File: config.mk
export PLATFORM = sky130hd
export DESIGN_NAME = ag6502_bus_timer
export DESIGN_NICKNAME = d
export VERILOG_FILES = /design/src/rtl/ag6502_bus_pkg.sv /design/src/rtl/ag6502_timer16.sv /design/src/rtl/ag6502_bus_timer.sv
export SDC_FILE = /design/constraint.sdc
export NUM_CORES = 1
export LEC_CHECK = 0
export BUFFER_PORTS_ARGS = -buffer_cell sky130_fd_sc_hd__buf_2
export CORE_MARGIN = 2
export CORE_UTILIZATION = 55
export DETAILED_ROUTE_END_ITERATION = 10
export PLACE_DENSITY_LB_ADDON = 0.08
export SYNTH_ARGS = -nofsm -noshare
export SYNTH_HDL_FRONTEND = slang
export SYNTH_SLANG_ARGS = --single-unit
File: constraint.sdc
create_clock -name phi_2 -period 2.36 [get_ports phi_2]
set_input_delay 0.354 -clock phi_2 [delete_from_list [all_inputs] [get_ports phi_2]]
set_output_delay 0.354 -clock phi_2 [all_outputs]
set_load 0.03 [all_outputs]
File: src/rtl/ag6502_bus_pkg.sv
// Shared definitions for the ag6502 bus timer: register offsets, flag and
// control bit positions, and read-back formatting helpers.
package ag6502_bus_pkg;

  localparam logic [2:0] OFF_T1CL = 3'd0;
  localparam logic [2:0] OFF_T1CH = 3'd1;
  localparam logic [2:0] OFF_T1LL = 3'd2;
  localparam logic [2:0] OFF_T1LH = 3'd3;
  localparam logic [2:0] OFF_ACR  = 3'd4;
  localparam logic [2:0] OFF_IFR  = 3'd5;
  localparam logic [2:0] OFF_IER  = 3'd6;
  localparam logic [2:0] OFF_T2   = 3'd7;

  localparam int IFR_T1  = 0;
  localparam int IFR_T2  = 1;
  localparam int IFR_IRQ = 7;

  localparam int ACR_T1_CONT = 0;
  localparam int ACR_T2_EN   = 1;
  localparam int ACR_PB7     = 7;

  // IFR as seen by the CPU: flags in the low bits, summary bit on top
  function automatic logic [7:0] ifr_read(input logic [1:0] ifr, input logic [1:0] ier);
    logic [7:0] v;
    v = 8'h00;
    v[IFR_T1]  = ifr[IFR_T1];
    v[IFR_T2]  = ifr[IFR_T2];
    v[IFR_IRQ] = |(ifr & ier);
    return v;
  endfunction

  // IER always reads back with bit 7 set
  function automatic logic [7:0] ier_read(input logic [1:0] ier);
    return {1'b1, 5'b00000, ier};
  endfunction

endpackage

File: src/rtl/ag6502_timer16.sv
// 16-bit down-counter for timer T1: bus load, continuous reload from the
// latch, or one-shot wrap to FFFF that flags only once per arming.
module ag6502_timer16
  import ag6502_bus_pkg::*;
(
  input  logic        clk,
  input  logic        rst,
  input  logic        load,
  input  logic [15:0] load_val,
  input  logic [15:0] reload_val,
  input  logic        continuous,
  output logic [15:0] count,
  output logic        expire,
  output logic        reload
);

  logic [15:0] count_r;
  logic [15:0] count_nx_s;
  logic        armed_r;
  logic        armed_nx_s;

  // Next count and expiry pulses; a bus load suppresses any expiry
  always_comb begin
    count_nx_s = count_r;
    armed_nx_s = armed_r;
    expire     = 1'b0;
    reload     = 1'b0;
    if (load) begin
      count_nx_s = load_val;
      armed_nx_s = 1'b1;
    end else if (count_r != 16'h0000) begin
      count_nx_s = count_r - 16'h0001;
    end else if (continuous) begin
      count_nx_s = reload_val;
      expire     = 1'b1;
      reload     = 1'b1;
    end else begin
      count_nx_s = 16'hFFFF;
      expire     = armed_r;
      armed_nx_s = 1'b0;
    end
  end

  // Counter and armed-bit state
  always_ff @(posedge clk or negedge rst) begin
    if (!rst) begin
      count_r <= 16'hFFFF;
      armed_r <= 1'b0;
    end else begin
      count_r <= count_nx_s;
      armed_r <= armed_nx_s;
    end
  end

  assign count = count_r;

endmodule

File: src/rtl/ag6502_bus_timer.sv
// Memory-mapped interval timer for the ag6502 bus: T1 (16-bit, reloadable),
// T2 (8-bit one-shot), 6522-style IFR/IER, registered active-low irq.
// Optional PB7 square-wave output is enabled with AG6502_TIMER_PB7_EN.
module ag6502_bus_timer
  import ag6502_bus_pkg::*;
#(
  parameter logic [15:0] BASE           = 16'hC080,
  parameter int          IRQ_OPEN_DRAIN = 0
) (
  input  logic        phi_2,
  input  logic        rst,
  input  logic [15:0] ab,
  input  logic        read,
  input  logic [7:0]  wdata,
  output logic [7:0]  rdata,
  output logic        sel,
`ifdef AG6502_TIMER_PB7_EN
  output logic        pb7,
`endif
  output logic        irq
);

  logic [15:0] latch_r, latch_nx_s;
  logic [7:0]  acr_r, acr_nx_s;
  logic [1:0]  ifr_r, ifr_nx_s;
  logic [1:0]  ier_r, ier_nx_s;
  logic [7:0]  t2_r, t2_nx_s;
  logic        t2_armed_r, t2_armed_nx_s;
  logic [7:0]  rdata_r, rdata_nx_s;
  logic        irq_act_r;
  logic        wr_s, rd_s, t2_wr_s;
  logic        t1_load_s, t1_expire_s, t1_reload_s;
  logic [15:0] t1_count_s;

  assign sel     = (ab[15:3] == BASE[15:3]);
  assign wr_s    = sel & ~read;
  assign rd_s    = sel & read;
  assign t2_wr_s = wr_s & (ab[2:0] == OFF_T2);

  ag6502_timer16 u_t1 (
    .clk        (phi_2),
    .rst        (rst),
    .load       (t1_load_s),
    .load_val   ({wdata, latch_r[7:0]}),
    .reload_val (latch_nx_s),
    .continuous (acr_r[ACR_T1_CONT]),
    .count      (t1_count_s),
    .expire     (t1_expire_s),
    .reload     (t1_reload_s)
  );

  // Bus decode, T2 counting and flag priority; flag sets are applied last
  always_comb begin
    latch_nx_s    = latch_r;
    acr_nx_s      = acr_r;
    ifr_nx_s      = ifr_r;
    ier_nx_s      = ier_r;
    t2_nx_s       = t2_r;
    t2_armed_nx_s = t2_armed_r;
    rdata_nx_s    = rdata_r;
    t1_load_s     = 1'b0;
    if (wr_s) begin
      case (ab[2:0])
        OFF_T1CL: latch_nx_s[7:0] = wdata;
        OFF_T1CH: begin
          latch_nx_s[15:8] = wdata;
          t1_load_s        = 1'b1;
          ifr_nx_s[IFR_T1] = 1'b0;
        end
        OFF_T1LL: latch_nx_s[7:0]  = wdata;
        OFF_T1LH: latch_nx_s[15:8] = wdata;
        OFF_ACR: begin
          acr_nx_s              = 8'h00;
          acr_nx_s[ACR_T1_CONT] = wdata[ACR_T1_CONT];
          acr_nx_s[ACR_T2_EN]   = wdata[ACR_T2_EN];
`ifdef AG6502_TIMER_PB7_EN
          acr_nx_s[ACR_PB7]     = wdata[ACR_PB7];
`else
          acr_nx_s[ACR_PB7]     = 1'b0;
`endif
        end
        OFF_IFR: ifr_nx_s = ifr_r & ~wdata[1:0];
        OFF_IER: begin
          if (wdata[7]) begin
            ier_nx_s = ier_r | wdata[1:0];
          end else begin
            ier_nx_s = ier_r & ~wdata[1:0];
          end
        end
        OFF_T2: begin
          t2_nx_s          = wdata;
          t2_armed_nx_s    = 1'b1;
          ifr_nx_s[IFR_T2] = 1'b0;
        end
        default: ;
      endcase
    end else if (rd_s) begin
      case (ab[2:0])
        OFF_T1CL: begin
          rdata_nx_s       = t1_count_s[7:0];
          ifr_nx_s[IFR_T1] = 1'b0;
        end
        OFF_T1CH: rdata_nx_s = t1_count_s[15:8];
        OFF_T1LL: rdata_nx_s = latch_r[7:0];
        OFF_T1LH: rdata_nx_s = latch_r[15:8];
        OFF_ACR:  rdata_nx_s = acr_r;
        OFF_IFR:  rdata_nx_s = ifr_read(ifr_r, ier_r);
        OFF_IER:  rdata_nx_s = ier_read(ier_r);
        OFF_T2: begin
          rdata_nx_s       = t2_r;
          ifr_nx_s[IFR_T2] = 1'b0;
        end
        default: rdata_nx_s = 8'h00;
      endcase
    end else begin
      rdata_nx_s = rdata_r;
    end

    if (!t2_wr_s && acr_r[ACR_T2_EN]) begin
      t2_nx_s = t2_r - 8'h01;
      if ((t2_r == 8'h00) && t2_armed_r) begin
        ifr_nx_s[IFR_T2] = 1'b1;
        t2_armed_nx_s    = 1'b0;
      end else begin
        t2_armed_nx_s = t2_armed_nx_s;
      end
    end else begin
      t2_nx_s = t2_nx_s;
    end

    if (t1_expire_s) begin
      ifr_nx_s[IFR_T1] = 1'b1;
    end else begin
      ifr_nx_s[IFR_T1] = ifr_nx_s[IFR_T1];
    end
  end

  // Register file, read data and registered interrupt level
  always_ff @(posedge phi_2 or negedge rst) begin
    if (!rst) begin
      latch_r    <= 16'hFFFF;
      acr_r      <= 8'h00;
      ifr_r      <= 2'b00;
      ier_r      <= 2'b00;
      t2_r       <= 8'h00;
      t2_armed_r <= 1'b0;
      rdata_r    <= 8'h00;
      irq_act_r  <= 1'b0;
    end else begin
      latch_r    <= latch_nx_s;
      acr_r      <= acr_nx_s;
      ifr_r      <= ifr_nx_s;
      ier_r      <= ier_nx_s;
      t2_r       <= t2_nx_s;
      t2_armed_r <= t2_armed_nx_s;
      rdata_r    <= rdata_nx_s;
      irq_act_r  <= |(ifr_r & ier_r);
    end
  end

`ifdef AG6502_TIMER_PB7_EN
  logic pb7_r;

  // PB7 square wave: toggles on each continuous reload, cleared by a T1CH write
  always_ff @(posedge phi_2 or negedge rst) begin
    if (!rst) begin
      pb7_r <= 1'b1;
    end else if (t1_load_s && acr_r[ACR_PB7]) begin
      pb7_r <= 1'b0;
    end else if (t1_reload_s && acr_r[ACR_PB7] && acr_r[ACR_T1_CONT]) begin
      pb7_r <= ~pb7_r;
    end else begin
      pb7_r <= pb7_r;
    end
  end

  assign pb7 = pb7_r;
`endif

  assign rdata = rdata_r;
  assign irq   = irq_act_r ? 1'b0 : ((IRQ_OPEN_DRAIN != 0) ? 1'bz : 1'b1);

endmodule
==> results.md <==
- Hold bufs inserted after CTS: 0
- Required time reported for the critical path endpoint: 2.01 ns
- Drt initial violations: 242
- Count of clock tree sinks: 57
- Compound-Gate Fraction of Synth Area: 13.48%
- Critical path type: in2out
- Post-place setup slack: -0.1504 ns
- HPWL after detailed placement: 6.730 mm
- Number of warning messages in the yosys log: 0
- Vias in the first global route: 2935
- Arrival time worst endpoint: 1.82 ns
- Syn_nets: 365
- Simple-Gate Fraction of Synth Area: 21.32%
- Routed Antenna Nets: 0
- DIE AREA: 6912 um2
- Final number of max-transition violations: 0
- Fraction of synthesized area in multiplexers: 13.26%
- Synth-to-Final Area Change: 19.47%
- Max Clock Skew: 0.007206 ns
- Largest cells by area after synthesis: sky130_fd_sc_hd__dfstp_2, sky130_fd_sc_hd__dfrtp_1, sky130_fd_sc_hd__mux4_2, sky130_fd_sc_hd__mux2_1, sky130_fd_sc_hd__nand2_1
- Initial standard-cell utilization of the core: 57.50%
- Clk Latency, worst-skew pair: 0.35 ns
- Worst-path clk slew: 0.07 ns
- Worst voltage drop across the vdd grid: 0.3571 mV
- Most used flip-flop cell after synthesis: sky130_fd_sc_hd__dfstp_2
- Per-instance average area after synthesis: 10.28 um2
- Antenna diode count: 0
- Global-route wire length before repair: 15.19 mm
- Min cycle time layout: 2.174 ns
- Die boundary height: 83.14 um
- Number of synthesized flops with an enable pin: 0
- Final routed wire length divided by cell count: 19.48 um
- Fraction of post-synthesis cell area in the top cell type by area: 24.41%
- X dimension of the die: 83.14 um
- Run status: completed
- Type of the worst min-delay path: in2async
- Clock tree from TritonCTS: done
- TritonCTS buffer count: 9
- Number of nets in the finished design: 424
- Buffers inserted during post-CTS setup optimization: 0
- Via count normalized by instance count: 6.211
- Final wirelength: 9.235 mm
- Synthesized-area fraction occupied by xor and xnor cells: 4.831%
- Count of unresolved DRC violations after routing: 0
- Number of antenna violations at the first check in global routing: 0
- Start point of the critical path: ab[8]
- Max cap viols: 0
- Critical-path maximum fanout: 7
- Buffers from clock root to sink, at most: 2
- PwrDens: 532.6 nW/um2
- Root buffer selected by CTS: sky130_fd_sc_hd__clkbuf_8
- Power after layout: 2.192 mW
- I/O Pins: 37
- CP Capture Type: output port
- Cell type contributing the most total cell area after synthesis: sky130_fd_sc_hd__dfstp_2
- Share of the yosys chip area belonging to registers: 42.57%
- Worst Setup Slack, final: 0.1855 ns
- Largest family of logic cells by synthesized area: simple AND/OR/NAND/NOR gates
- Number of library cell types mapped by synthesis: 61
- Largest net degree at the start of global routing: 58
- Relative max-transition margin: 52.04%
- Final TNS setup: 0 ns
- Htree depth: 3
- Share of async-settable or async-resettable flops after synthesis: 100.0%
- Fraction of layout cells with a size suffix above 1: 36.59%
- Startpoint of the lowest-slack register-to-register path: u_t1.count[13]
- Instance count of the mapped netlist: 335
- LEAKAGE: 1.726 nW
- CTS-repair resized insts: 0
- Final period util: 92.14%
- Launching element type of the critical path: input pin
- Netlist Area Pre-Place: 3445 um2
- Hold Vio Cnt, Final: 0
- GRT Overall Usage: 28.32%
- TritonRoute pass-1 iters: 5
- Number of register bits inferred by synthesis: 57
- Total grt overflow: 0
- Via count: 2944
- Count of endpoints failing setup in the final report: 0
- Timing-limited maximum frequency: 459.9 MHz
- Adder-Cell Fraction of Synth Area: 1.090%
- Routability Congestion: 0.8880
- RSZ-0062 raised after global routing: no
- Row cnt: 28
- Port buffer count: 36
- Placeable core region: 5991 um2
- Measured slew at the worst slew-check pin: 0.7194 ns
==> cells by family (layout without fill, tap and decap cells) <==
group | Yosys count | count (layout)
AOI/OAI and AO/OA | 68 | 68
xor gates and xnor gates | 19 | 19
adders and majority gates | 3 | 3
buffers and inverters | 31 | 95
DFF | 57 | 57
muxes | 35 | 35
and+or+nand+nor | 122 | 122
==> registers in the layout (all words and copies together), names as in the netlist, named ones only <==
signal / count
t2_r: 8
rdata: 8
latch_r: 16
irq_act_r: 1
u_t1.count: 16
ifr_r: 2
t2_armed_r: 1
acr_r: 2
u_t1.armed_r: 1
==> critical path, stage by stage <==
cell and delay, ns:
sky130_fd_sc_hd__buf_2 0.10, sky130_fd_sc_hd__or4b_4 0.53, sky130_fd_sc_hd__buf_4 0.18, sky130_fd_sc_hd__nor4_4 0.25, sky130_fd_sc_hd__buf_4 0.20, sky130_fd_sc_hd__buf_2 0.20
==> cell usage after synthesis, types with 6 or more instances <==
cell type / number
sky130_fd_sc_hd__a21oi_1: 9
sky130_fd_sc_hd__a22oi_1: 10
sky130_fd_sc_hd__clkbuf_1: 14
sky130_fd_sc_hd__dfrtp_1: 25
sky130_fd_sc_hd__dfstp_2: 32
sky130_fd_sc_hd__inv_1: 12
sky130_fd_sc_hd__mux2_1: 10
sky130_fd_sc_hd__mux2_2: 7
sky130_fd_sc_hd__mux2i_1: 10
sky130_fd_sc_hd__mux4_2: 6
sky130_fd_sc_hd__nand2_1: 29
sky130_fd_sc_hd__nor2_1: 28
sky130_fd_sc_hd__nor3_1: 11
sky130_fd_sc_hd__o21ai_1: 13
sky130_fd_sc_hd__xnor2_1: 12
sky130_fd_sc_hd__xor2_1: 7
==> where the power goes <==
group	internal, mW	leakage (nW)	switching [mW]
clock network	0.436	0.0846	0.410
logic	0.116	1.01	0.134
registers	1.04	0.628	0.0571
==> per-layer routing <==
layer / GRT usage (%) / routed length, um / vias to the layer above
met4: 15.35 / 359 / 0
met5: 0 / 0 / -
met1: 37.09 / 3976 / 1423
met3: 6.064 / 623 / 32
met2: 43.99 / 4275 / 124
li1: - / - / 1365
==> worst paths after layout <==
check | end | slack (ns) | cells after the start
worst max register to register | u_t1.count[7] | 0.21 | 5
worst max-delay path | sel | 0.19 | 6
min in group phi_2 | u_t1.count[13] | 0.27 | 3
worst min register to register | rdata[3] | 0.48 | 2
worst min-delay path | acr_r[1] | 0.14 | 2
max in group asynchronous | t2_armed_r | 1.74 | 2
==> area by class of cell <==
type / count / area (um2)
Multi-Input combinational cell: 247 / 1897
Fill cell: 478 / 1876
Sequential cell: 57 / 1466
Timing Repair Buffer: 65 / 422.9
Clock buffer: 12 / 155.1
Tap cell: 75 / 93.84
Inverter: 14 / 52.55
Clock inverter: 4 / 27.53
==> metrics by stage <==
step / cell area (um2) / util [%] / hold WS (ns) / cells
2_1_floorplan: 3510 / - / 0.05841 / 335
3_3_place_gp: 3933 / 65.64 / 0.4639 / 458
3_5_place_dp: 3933 / 65.64 / 0.4688 / 458
4_1_cts: 4115 / 68.69 / 0.1727 / 474
5_1_grt: 4115 / 68.69 / 0.2154 / 474
6_report: 4115 / 68.69 / 0.1375 / 474
==> cells in the final DEF (no fill, tap or decap), types with 4 or more instances in the layout <==
cell type                  Yosys  final
sky130_fd_sc_hd__xor2_1        7      7
sky130_fd_sc_hd__o22ai_1       4      4
sky130_fd_sc_hd__inv_1        12     12
sky130_fd_sc_hd__mux4_2        6      6
sky130_fd_sc_hd__nor4_1        4      4
sky130_fd_sc_hd__buf_4         0     27
sky130_fd_sc_hd__a21oi_2       0      7
sky130_fd_sc_hd__nor3_1       11     11
sky130_fd_sc_hd__nand2b_1      4      4
sky130_fd_sc_hd__nor2_1       28     28
sky130_fd_sc_hd__xnor2_1      12     12
sky130_fd_sc_hd__nand3_1       4      4
sky130_fd_sc_hd__mux2_1       10     10
sky130_fd_sc_hd__a22oi_1      10     10
sky130_fd_sc_hd__clkbuf_8      0     11
sky130_fd_sc_hd__nand2_1      29     29
sky130_fd_sc_hd__buf_2         1     36
sky130_fd_sc_hd__dfrtp_1      25     25
sky130_fd_sc_hd__o31ai_1       5      5
sky130_fd_sc_hd__dfstp_2      32     32
sky130_fd_sc_hd__o21ai_1      13     13
sky130_fd_sc_hd__nand4_1       5      5
sky130_fd_sc_hd__mux2i_1      10     10
sky130_fd_sc_hd__mux2_2        7      7
Note: power is estimated with default switching activity, not from simulation.
